## src/rtl/muldiv_seq.sv

```systemverilog
`default_nettype none
// ============================================================================
// Module   : muldiv_seq
// Purpose  : Iterative multiply/divide unit owning the HI/LO register pair.
//            One multiplier/quotient bit per cycle, start/busy/done handshake.
// Revision : 1.0 - initial release
// ============================================================================
module muldiv_seq #(
    parameter int WIDTH = 32,
    parameter int CNT_W = 6
) (
    input  logic             clk,
    input  logic             rst,
    input  logic             start,
    input  logic [5:0]       op,
    input  logic [WIDTH-1:0] a,
    input  logic [WIDTH-1:0] b,
    input  logic             kill,
    output logic             busy,
    output logic             done,
    output logic [WIDTH-1:0] hi,
    output logic [WIDTH-1:0] lo,
    output logic             dz
);

    localparam logic [1:0] c_S_IDLE = 2'd0;
    localparam logic [1:0] c_S_CALC = 2'd1;
    localparam logic [1:0] c_S_FIX  = 2'd2;

    localparam logic [5:0] c_OP_MULT  = 6'b011000;
    localparam logic [5:0] c_OP_MULTU = 6'b011001;
    localparam logic [5:0] c_OP_DIV   = 6'b011010;
    localparam logic [5:0] c_OP_DIVU  = 6'b011011;
    localparam logic [5:0] c_OP_MTHI  = 6'b010001;
    localparam logic [5:0] c_OP_MTLO  = 6'b010011;

    localparam logic [CNT_W-1:0] c_CNT_INIT = CNT_W'(WIDTH);
    localparam logic [CNT_W-1:0] c_CNT_ONE  = CNT_W'(1);

    logic [1:0]           r_state;
    logic [1:0]           w_state_nxt;
    logic [CNT_W-1:0]     r_cnt;
    logic [WIDTH-1:0]     r_hw;
    logic [WIDTH-1:0]     r_lw;
    logic [WIDTH-1:0]     r_opb;
    logic [WIDTH-1:0]     r_a;
    logic [WIDTH-1:0]     r_hi;
    logic [WIDTH-1:0]     r_lo;
    logic                 r_is_div;
    logic                 r_sa;
    logic                 r_sb;
    logic                 r_b_zero;
    logic                 r_done;
    logic                 r_dz;

    logic                 w_accept;
    logic                 w_is_md;
    logic                 w_is_mthi;
    logic                 w_is_mtlo;
    logic                 w_signed_op;
    logic                 w_div_op;
    logic [WIDTH-1:0]     w_abs_a;
    logic [WIDTH-1:0]     w_abs_b;
    logic [WIDTH:0]       w_add;
    logic [WIDTH:0]       w_madd;
    logic [WIDTH:0]       w_shift;
    logic                 w_ge;
    logic [WIDTH-1:0]     w_diff;
    logic [2*WIDTH-1:0]   w_prod;
    logic [2*WIDTH-1:0]   w_prod_fix;
    logic [WIDTH-1:0]     w_quo_fix;
    logic [WIDTH-1:0]     w_rem_fix;
    logic [WIDTH-1:0]     w_res_hi;
    logic [WIDTH-1:0]     w_res_lo;
    logic                 w_fix_wr;

    // Operation decode; kill in IDLE suppresses any start
    assign w_accept    = (r_state == c_S_IDLE) && start && !kill;
    assign w_is_md     = (op == c_OP_MULT) || (op == c_OP_MULTU) ||
                         (op == c_OP_DIV)  || (op == c_OP_DIVU);
    assign w_is_mthi   = (op == c_OP_MTHI);
    assign w_is_mtlo   = (op == c_OP_MTLO);
    assign w_signed_op = (op == c_OP_MULT) || (op == c_OP_DIV);
    assign w_div_op    = (op == c_OP_DIV)  || (op == c_OP_DIVU);
    assign w_abs_a     = (w_signed_op && a[WIDTH-1]) ? -a : a;
    assign w_abs_b     = (w_signed_op && b[WIDTH-1]) ? -b : b;

    // Shift-add step: r_hw is the running upper half, r_lw holds the multiplier
    assign w_add  = {1'b0, r_hw} + {1'b0, r_opb};
    assign w_madd = r_lw[0] ? w_add : {1'b0, r_hw};

    // Restoring step: remainder stays below the divisor, so WIDTH bits suffice
    assign w_shift = {r_hw, r_lw[WIDTH-1]};
    assign w_ge    = (w_shift >= {1'b0, r_opb});
    assign w_diff  = w_shift[WIDTH-1:0] - r_opb;

    assign w_prod     = {r_hw, r_lw};
    assign w_prod_fix = (r_sa ^ r_sb) ? -w_prod : w_prod;
    assign w_quo_fix  = (r_sa ^ r_sb) ? -r_lw : r_lw;
    assign w_rem_fix  = r_sa ? -r_hw : r_hw;

    always_comb begin
        w_res_hi = w_prod_fix[2*WIDTH-1:WIDTH];
        w_res_lo = w_prod_fix[WIDTH-1:0];
        if (r_is_div) begin
            if (r_b_zero) begin
                w_res_hi = r_a;
                w_res_lo = '1;
            end else begin
                w_res_hi = w_rem_fix;
                w_res_lo = w_quo_fix;
            end
        end
    end

    assign w_fix_wr = (r_state == c_S_FIX) && !kill;

    always_ff @(posedge clk) begin
        if (rst) r_state <= c_S_IDLE;
        else     r_state <= w_state_nxt;
    end

    always_comb begin
        w_state_nxt = r_state;
        case (r_state)
            c_S_IDLE: if (w_accept && w_is_md) w_state_nxt = c_S_CALC;
            c_S_CALC: begin
                if (kill)                    w_state_nxt = c_S_IDLE;
                else if (r_cnt == c_CNT_ONE) w_state_nxt = c_S_FIX;
            end
            c_S_FIX:  w_state_nxt = c_S_IDLE;
            default:  w_state_nxt = c_S_IDLE;
        endcase
    end

    always_comb begin
        busy = (r_state == c_S_CALC) || (r_state == c_S_FIX);
    end

    always_ff @(posedge clk) begin
        if (rst) begin
            r_cnt    <= '0;
            r_hw     <= '0;
            r_lw     <= '0;
            r_opb    <= '0;
            r_a      <= '0;
            r_is_div <= 1'b0;
            r_sa     <= 1'b0;
            r_sb     <= 1'b0;
            r_b_zero <= 1'b0;
        end else if (w_accept && w_is_md) begin
            r_cnt    <= c_CNT_INIT;
            r_is_div <= w_div_op;
            r_sa     <= w_signed_op && a[WIDTH-1];
            r_sb     <= w_signed_op && b[WIDTH-1];
            r_b_zero <= (b == '0);
            r_a      <= a;
            r_hw     <= '0;
            r_lw     <= w_div_op ? w_abs_a : w_abs_b;
            r_opb    <= w_div_op ? w_abs_b : w_abs_a;
        end else if (r_state == c_S_CALC) begin
            r_cnt <= r_cnt - c_CNT_ONE;
            if (r_is_div) begin
                r_hw <= w_ge ? w_diff : w_shift[WIDTH-1:0];
                r_lw <= {r_lw[WIDTH-2:0], w_ge};
            end else begin
                r_hw <= w_madd[WIDTH:1];
                r_lw <= {w_madd[0], r_lw[WIDTH-1:1]};
            end
        end
    end

    always_ff @(posedge clk) begin
        if (rst) begin
            r_hi   <= '0;
            r_lo   <= '0;
            r_done <= 1'b0;
            r_dz   <= 1'b0;
        end else begin
            r_done <= w_fix_wr || (w_accept && (w_is_mthi || w_is_mtlo));
            if (w_fix_wr) begin
                r_hi <= w_res_hi;
                r_lo <= w_res_lo;
                r_dz <= r_is_div && r_b_zero;
            end else if (busy && kill) begin
                r_dz <= 1'b0;
            end else if (w_accept && (w_is_md || w_is_mthi || w_is_mtlo)) begin
                r_dz <= 1'b0;
                if (w_is_mthi) r_hi <= a;
                if (w_is_mtlo) r_lo <= a;
            end
        end
    end

    assign done = r_done;
    assign hi   = r_hi;
    assign lo   = r_lo;
    assign dz   = r_dz;

endmodule
`default_nettype wire

```

## config.mk

```make
export PLATFORM = sky130hd
export DESIGN_NAME = muldiv_seq
export DESIGN_NICKNAME = d
export VERILOG_FILES = /design/src/rtl/muldiv_seq.sv
export SDC_FILE = /design/constraint.sdc
export NUM_CORES = 1
export LEC_CHECK = 0
export BUFFER_PORTS_ARGS = -buffer_cell sky130_fd_sc_hd__buf_4
export CAP_MARGIN = 20
export CORE_MARGIN = 5
export CORE_UTILIZATION = 45
export DETAILED_ROUTE_END_ITERATION = 7
export GPL_TIMING_DRIVEN = 1
export PLACE_DENSITY = 0.65
export SLEW_MARGIN = 20
export SYNTH_ARGS = -nofsm -noshare
export SYNTH_HDL_FRONTEND = slang
export SYNTH_SLANG_ARGS = --single-unit
```

## constraint.sdc

```tcl
create_clock -name clk -period 2.7 [get_ports clk]
set_input_delay 0.135 -clock clk [delete_from_list [all_inputs] [get_ports clk]]
set_output_delay 0.135 -clock clk [all_outputs]
set_load 0.02 [all_outputs]
```

-- Yosys cells after proc, flatten, opt, wreduce, memory -nomap -nowiden
Cells that the tools add are included.
- mux-type cells: 34
- shifts and indexed selects: 0
- equality and inequality tests: 12
- add/sub/neg operators: 8
- bitwise gates (word level): 1
- magnitude comparators: 1
- reduce and logical (&&, ||, !) cells: 32
- divide/modulo/power cells: 0
- multipliers: 0
- operators by type and width (kind ; count):
    two-way mux 32 bit ; 23
    negator 32 bit ; 4
    two-way mux 64 bit ; 1
    negator 64 bit ; 1
    == test 6 x 5 -> 1 bit, second input constant ; 6
    adder 32 x 32 -> 33 bit ; 1
    greater-or-equal comparator 33 x 32 -> 1 bit ; 1
    two-way mux 33 bit ; 1
    logical NOT 32 bit ; 1
    subtractor 32 bit ; 1
    two-way mux 6 bit ; 2
    logical AND 1 bit ; 10
    logical OR 1 bit ; 10
    nonzero test 2 bit ; 4
    == test 6 x 1 -> 1 bit, second input constant ; 1
    two-way mux 2 bit ; 3
    AND reduction 3 bit ; 2
    subtractor 6 x 1 -> 6 bit, second input constant ; 1
    one-hot mux 2 bit (2 select lines) ; 1
    two-way mux 1 bit ; 3
    inequality test 3 bit, second input constant ; 1
    nonzero test 3 bit ; 1
    == test 2 x 1 -> 1 bit, second input constant ; 1
    == test 2 bit, second input constant ; 1
    7 further kinds ; 7
- ROM bits: 0
- latch bits: 0
- memories kept: 0
- input port bits: 74
- flip-flop bits (word level): 206
- memory bits (writable): 0

-- Longest topological paths before layout
- depth in word-level cells: 10
- depth in mapped cells: 14
- depth with buffers taken out: 12

-- Worst setup path after synthesis
No wires, ideal clock.
- path kind: register -> register
- start point: register r_hw[0]
- end point: register r_hi[16], in the netlist hi[16]
- period minus slack after synthesis: 2867 ps
- path buffers: 1
- stages on the path, launching flop included: 13
- setup slack: -167 ps
- arrival: 2772 ps
- path through: dfxtp_1 -> clkbuf_1 -> inv_1 -> ha_1 -> or3b_1 -> or3_1 -> nor4_4 -> nand2_1 -> nor3_1 -> nand2b_1 -> xnor2_1 -> mux2i_1 -> a221oi_1
- word-level cells in the longest chain between the ends: 5
- elaborated cells between the ends (all ways): 7
- those cells by class: add/sub (2); mux (5)
- ends and longest elaborated chain (item ; line ; text):
    from (decl) ; 43 ; logic [WIDTH-1:0] r_hw;
    from (signal assigned) ; 164 ; r_hw <= w_ge ? w_diff : w_shift[WIDTH-1:0];
    from (signal assigned) ; 167 ; r_hw <= w_madd[WIDTH:1];
    negator 32 bit ; 100 ; assign w_rem_fix = r_sa ? -r_hw : r_hw;
    two-way mux 32 bit ; 100 ;
    two-way mux 32 bit ; 106 ; if (r_b_zero) begin
    two-way mux 32 bit * ; 105 ; if (r_is_div) begin
    two-way mux 32 bit * ; 181 ; if (w_fix_wr) begin
    to (signal assigned) ; 182 ; r_hi <= w_res_hi;
    to (decl) ; 47 ; logic [WIDTH-1:0] r_hi;
Every way passes the cells marked *; elsewhere a longest branch is shown, timed or not.
A chain may end at the register's enable or synchronous reset.

-- Worst setup path after layout
- start point: register r_opb[8]
- end point: register r_hw[25]
- word-level cells in the longest chain between the ends: 3
- elaborated cells between the ends (all ways): 6
- those cells by class: add/sub (2); order compare (1); mux (3)
- ends and longest elaborated chain (item ; line ; text):
    from (decl) ; 45 ; logic [WIDTH-1:0] r_opb;
    from (signal assigned) ; 160 ; r_opb <= w_div_op ? w_abs_b : w_abs_a;
    adder 32 x 32 -> 33 bit (tied with other cells) ; 89 ; assign w_add = {1'b0, r_hw} + {1'b0, r_opb};
    two-way mux 33 bit / two-way mux 32 bit (equally long branches) ; 90, 164 ;
    two-way mux 32 bit * ; 163 ; if (r_is_div) begin
Marked as above.

==> results.py <==
metrics = {
    "timing": {
        "skew_ps": 35.5,
        "clock.fmax_mhz": 341,
        "setup_viol": 45,
        "drv_slew": 0,
        "relSlewSlack": 0.294,
        "grt_setup_unrepaired": "yes",
        "fin_ws_ps": -230,
        "worst_pin_slew_ps": 1060,
        "timing.final.crit_share": 1.09,
        "period_needed_ps": 2930,
        "hold_viol": 0,
    },
    "floorplan": {
        "ios": 141,
        "rows": 71,
        "initial_core_util": 0.458,
        "fp.dieArea_um2": 42500,
        "die_h_um": 206,
        "die_w_um": 206,
        "core_um2": 37800,
    },
    "hold_path": {
        "hold_depth": 4,
        "hold_start": "b[30]",
        "min_path_type": "input port to flop",
        "min_to": "r_b_zero$_SDFFE_PP0P_",
    },
    "worst_setup_path": {
        "r2r_start": "r_opb[8]$_SDFFE_PP0P_",
        "rr_worst_depth": 12,
        "crit_type": "flop to flop",
        "startpoint_type": "flop",
        "endpoint_kind": "flop",
        "cp_cell_sequence": "inv_4 > ha_4 > nand4_1 > or3_1 > a21o_4 > a2111oi_4 > nor3_2 > buf_4 > xnor2_2 > o2111ai_1 > o211ai_1 > a31oi_1",
        "r2r_setup_slack_ps": -230,
        "critPathSlowestCell": "or3_1",
        "required_ps": 3170,
        "critPathArrivalTime_ps": 3400,
        "slowest_delay_ps": 390,
        "r2r_end": "r_hw[25]$_SDFFE_PP0P_",
        "cp_max_fo": 4,
    },
    "global_routing": {
        "antenna_found_initial": 0,
        "grt_overflow_total": 0,
        "grt_usage": 0.355,
        "grt_max_degree": 63,
        "grt_pass1_vias": 19500,
        "grt_pass1_wl_mm": 117,
    },
    "final_layout": {
        "stdcell_count": 3346,
        "seq_area_um2": 4200,
        "fillCellCount": 3395,
        "final_nets": 2965,
        "final_util": 0.648,
        "diodes": 0,
        "final_layout_size_suffix_gt1_frac": 0.329,
        "multi_input_area_um2": 13600,
        "synthToLayoutAreaGrowth_pct": 41.7,
    },
    "detailed_routing": {
        "wirelength_mm": 80.2,
        "drt_iter0_markers": 2338,
        "ant_nets": 0,
        "dr.pass1.iters": 6,
        "wl_per_cell_um": 24.0,
        "drc": 0,
        "vias": 20800,
        "via_per_inst": 6.20,
    },
    "logic_synthesis": {
        "synth_edf_count": 0,
        "synth-seq-area-share": 0.238,
        "synth_fp_nets": 2525,
        "postSynthAreaPerCell_um2": 7.29,
        "yosys.cell_types.count": 89,
        "synthesis.area_um2": 17300,
        "ys_ff_latch": 206,
        "post-synth-top-area-fraction": 0.238,
        "yosysWarnings": 0,
        "synthTopCellsByCount": "nand2_1 (324), a21oi_1 (262), nor2_1 (237)",
        "syn_inst": 2376,
        "yosysMostFrequentCell": "nand2_1",
        "yosysTopAreaCell": "dfxtp_1",
        "ys_top_cells_by_area": "dfxtp_1 (24%), a21oi_1 (7.6%), xnor2_1 (7.2%)",
        "synth_flop_cell": "dfxtp_1",
        "synthArstFlopShare": 0,
    },
    "clock_network": {
        "cts_num_sinks": 206,
        "clk_latency_ps": 580,
        "cts_tree": "done",
        "path_clk_slew_ps": 60,
        "cts_made_buffers": 26,
        "cts_max_level": 1,
        "root_buffer": "clkbuf_16",
        "clockBufferDepth": 3,
    },
    "placed_design": {
        "gp_congestion": 0.981,
        "port_buffers": 140,
        "place.detailed.hpwl_mm": 59.4,
        "dpl.cell_count": 3196,
    },
    "run_status": {
        "violations": "negative setup slack",
        "status": "finished, violations left",
    },
    "flow_run": {
        "max-cap-violations": 0,
    },
    "pwr": {
        "vdd_ir_drop_max_v": 0.000503,
        "leakage_nw": 9.91,
        "power_density_nw_per_um2": 383,
    },
}
## registers in the layout, summed over array words and instances, names as in the netlist
name / count
done: 1
r_hw: 32
r_lw: 32
r_state: 2
r_sb: 1
r_sa: 1
r_a: 32
r_is_div: 1
dz: 1
r_b_zero: 1
r_opb: 32
lo: 32
hi: 32
r_cnt: 6
## final cells by class
class	instances	area share
clock buffers	32	0.0278
well taps	511	0.0261
clock inverters	15	0.00699
repair buffers	603	0.201
flip-flops and latches	206	0.171
multi-input cells	1905	0.554
inverters	74	0.0122
## cells in the final DEF (no fill, tap or decap), types with 30 or more instances in the layout
master / instances
ha_1: 37
ha_4: 32
nor2_1: 223
nand2_1: 316
dfxtp_1: 168
xor2_1: 55
dlygate4sd3_1: 35
inv_1: 56
mux2i_1: 74
a211oi_1: 30
buf_4: 532
o21ai_0: 76
a31oi_1: 35
a21oi_1: 230
xnor2_1: 130
clkbuf_16: 31
nor3_1: 61
## what timing repair did
item / in CTS / in global routing
endpoints found under the hold margin: 58 / 0
gates cloned: 0 / 5
setup endpoints to repair: 47 / 79
gates resized for setup: 135 / 226
buffers inserted: 25 / 40
hold buffers: 35 / 0
pin swaps: 53 / 102
## worst max-delay path, delay by kind of cell (launching register included)
family                     cells  cell delay (ps)
adders and majority gates      1              270
DFF                            1              380
and+or+nand+nor                3              690
xor gates and xnor gates       1              130
buffers and inverters          2              190
AOI/OAI and AO/OA              5             1180
## report_power, final
part	internal (mW)	leakage [nW]	switching, mW	total [mW]
logic	1.14	7.81	1.42	2.56
registers	3.14	1.69	0.0878	3.23
clock network	2.09	0.411	1.53	3.62
## stage by stage
stage	hold WS, ps	area [um2]	power (mW)	setup slack (ps)	setup TNS, ps
global route	44.9	24500	9.65	-382	-9240
floorplan	271	17300	4.35	-19.5	-19.5
detailed placement	432	21200	5.31	-308	-8240
finish	17.4	24500	9.40	-230	-4180
global placement	404	21200	5.28	-293	-7080
CTS	0.712	23200	9.01	-138	-1050
## how the worst max path moves through the flow
stage                                 from                     to  slack (ps)  depth (start not counted)
floorplan             r_hw[0]$_SDFFE_PP0P_    hi[16]$_SDFFE_PP0P_         -20                         12
global placement      r_hw[0]$_SDFFE_PP0P_  r_hw[30]$_SDFFE_PP0P_        -290                         11
detailed placement   r_opb[9]$_SDFFE_PP0P_  r_hw[21]$_SDFFE_PP0P_        -310                         12
CTS                   r_hw[0]$_SDFFE_PP0P_    hi[16]$_SDFFE_PP0P_        -140                         13
global route        r_opb[10]$_SDFFE_PP0P_  r_hw[25]$_SDFFE_PP0P_        -380                         15
finish               r_opb[8]$_SDFFE_PP0P_  r_hw[25]$_SDFFE_PP0P_        -230                         12
## cell families after synthesis
| kind of cell | synth area share |
|---|---|
| flops | 0.238 |
| compound gates | 0.259 |
| mux | 0.0569 |
| xor+xnor | 0.101 |
| simple gates | 0.230 |
| buf+inv | 0.0606 |
| fa+ha+maj | 0.0551 |
## routing by layer
metal | vias up | GRT usage | part of all wire
met2 | 1157 | 0.547 | 0.44
met1 | 9980 | 0.486 | 0.41
li1 | 9396 | - | -
met3 | 223 | 0.0577 | 0.10
met4 | 0 | 0.163 | 0.058
met5 | - | 0 | 0
Note: power is estimated with default switching activity, not from simulation.
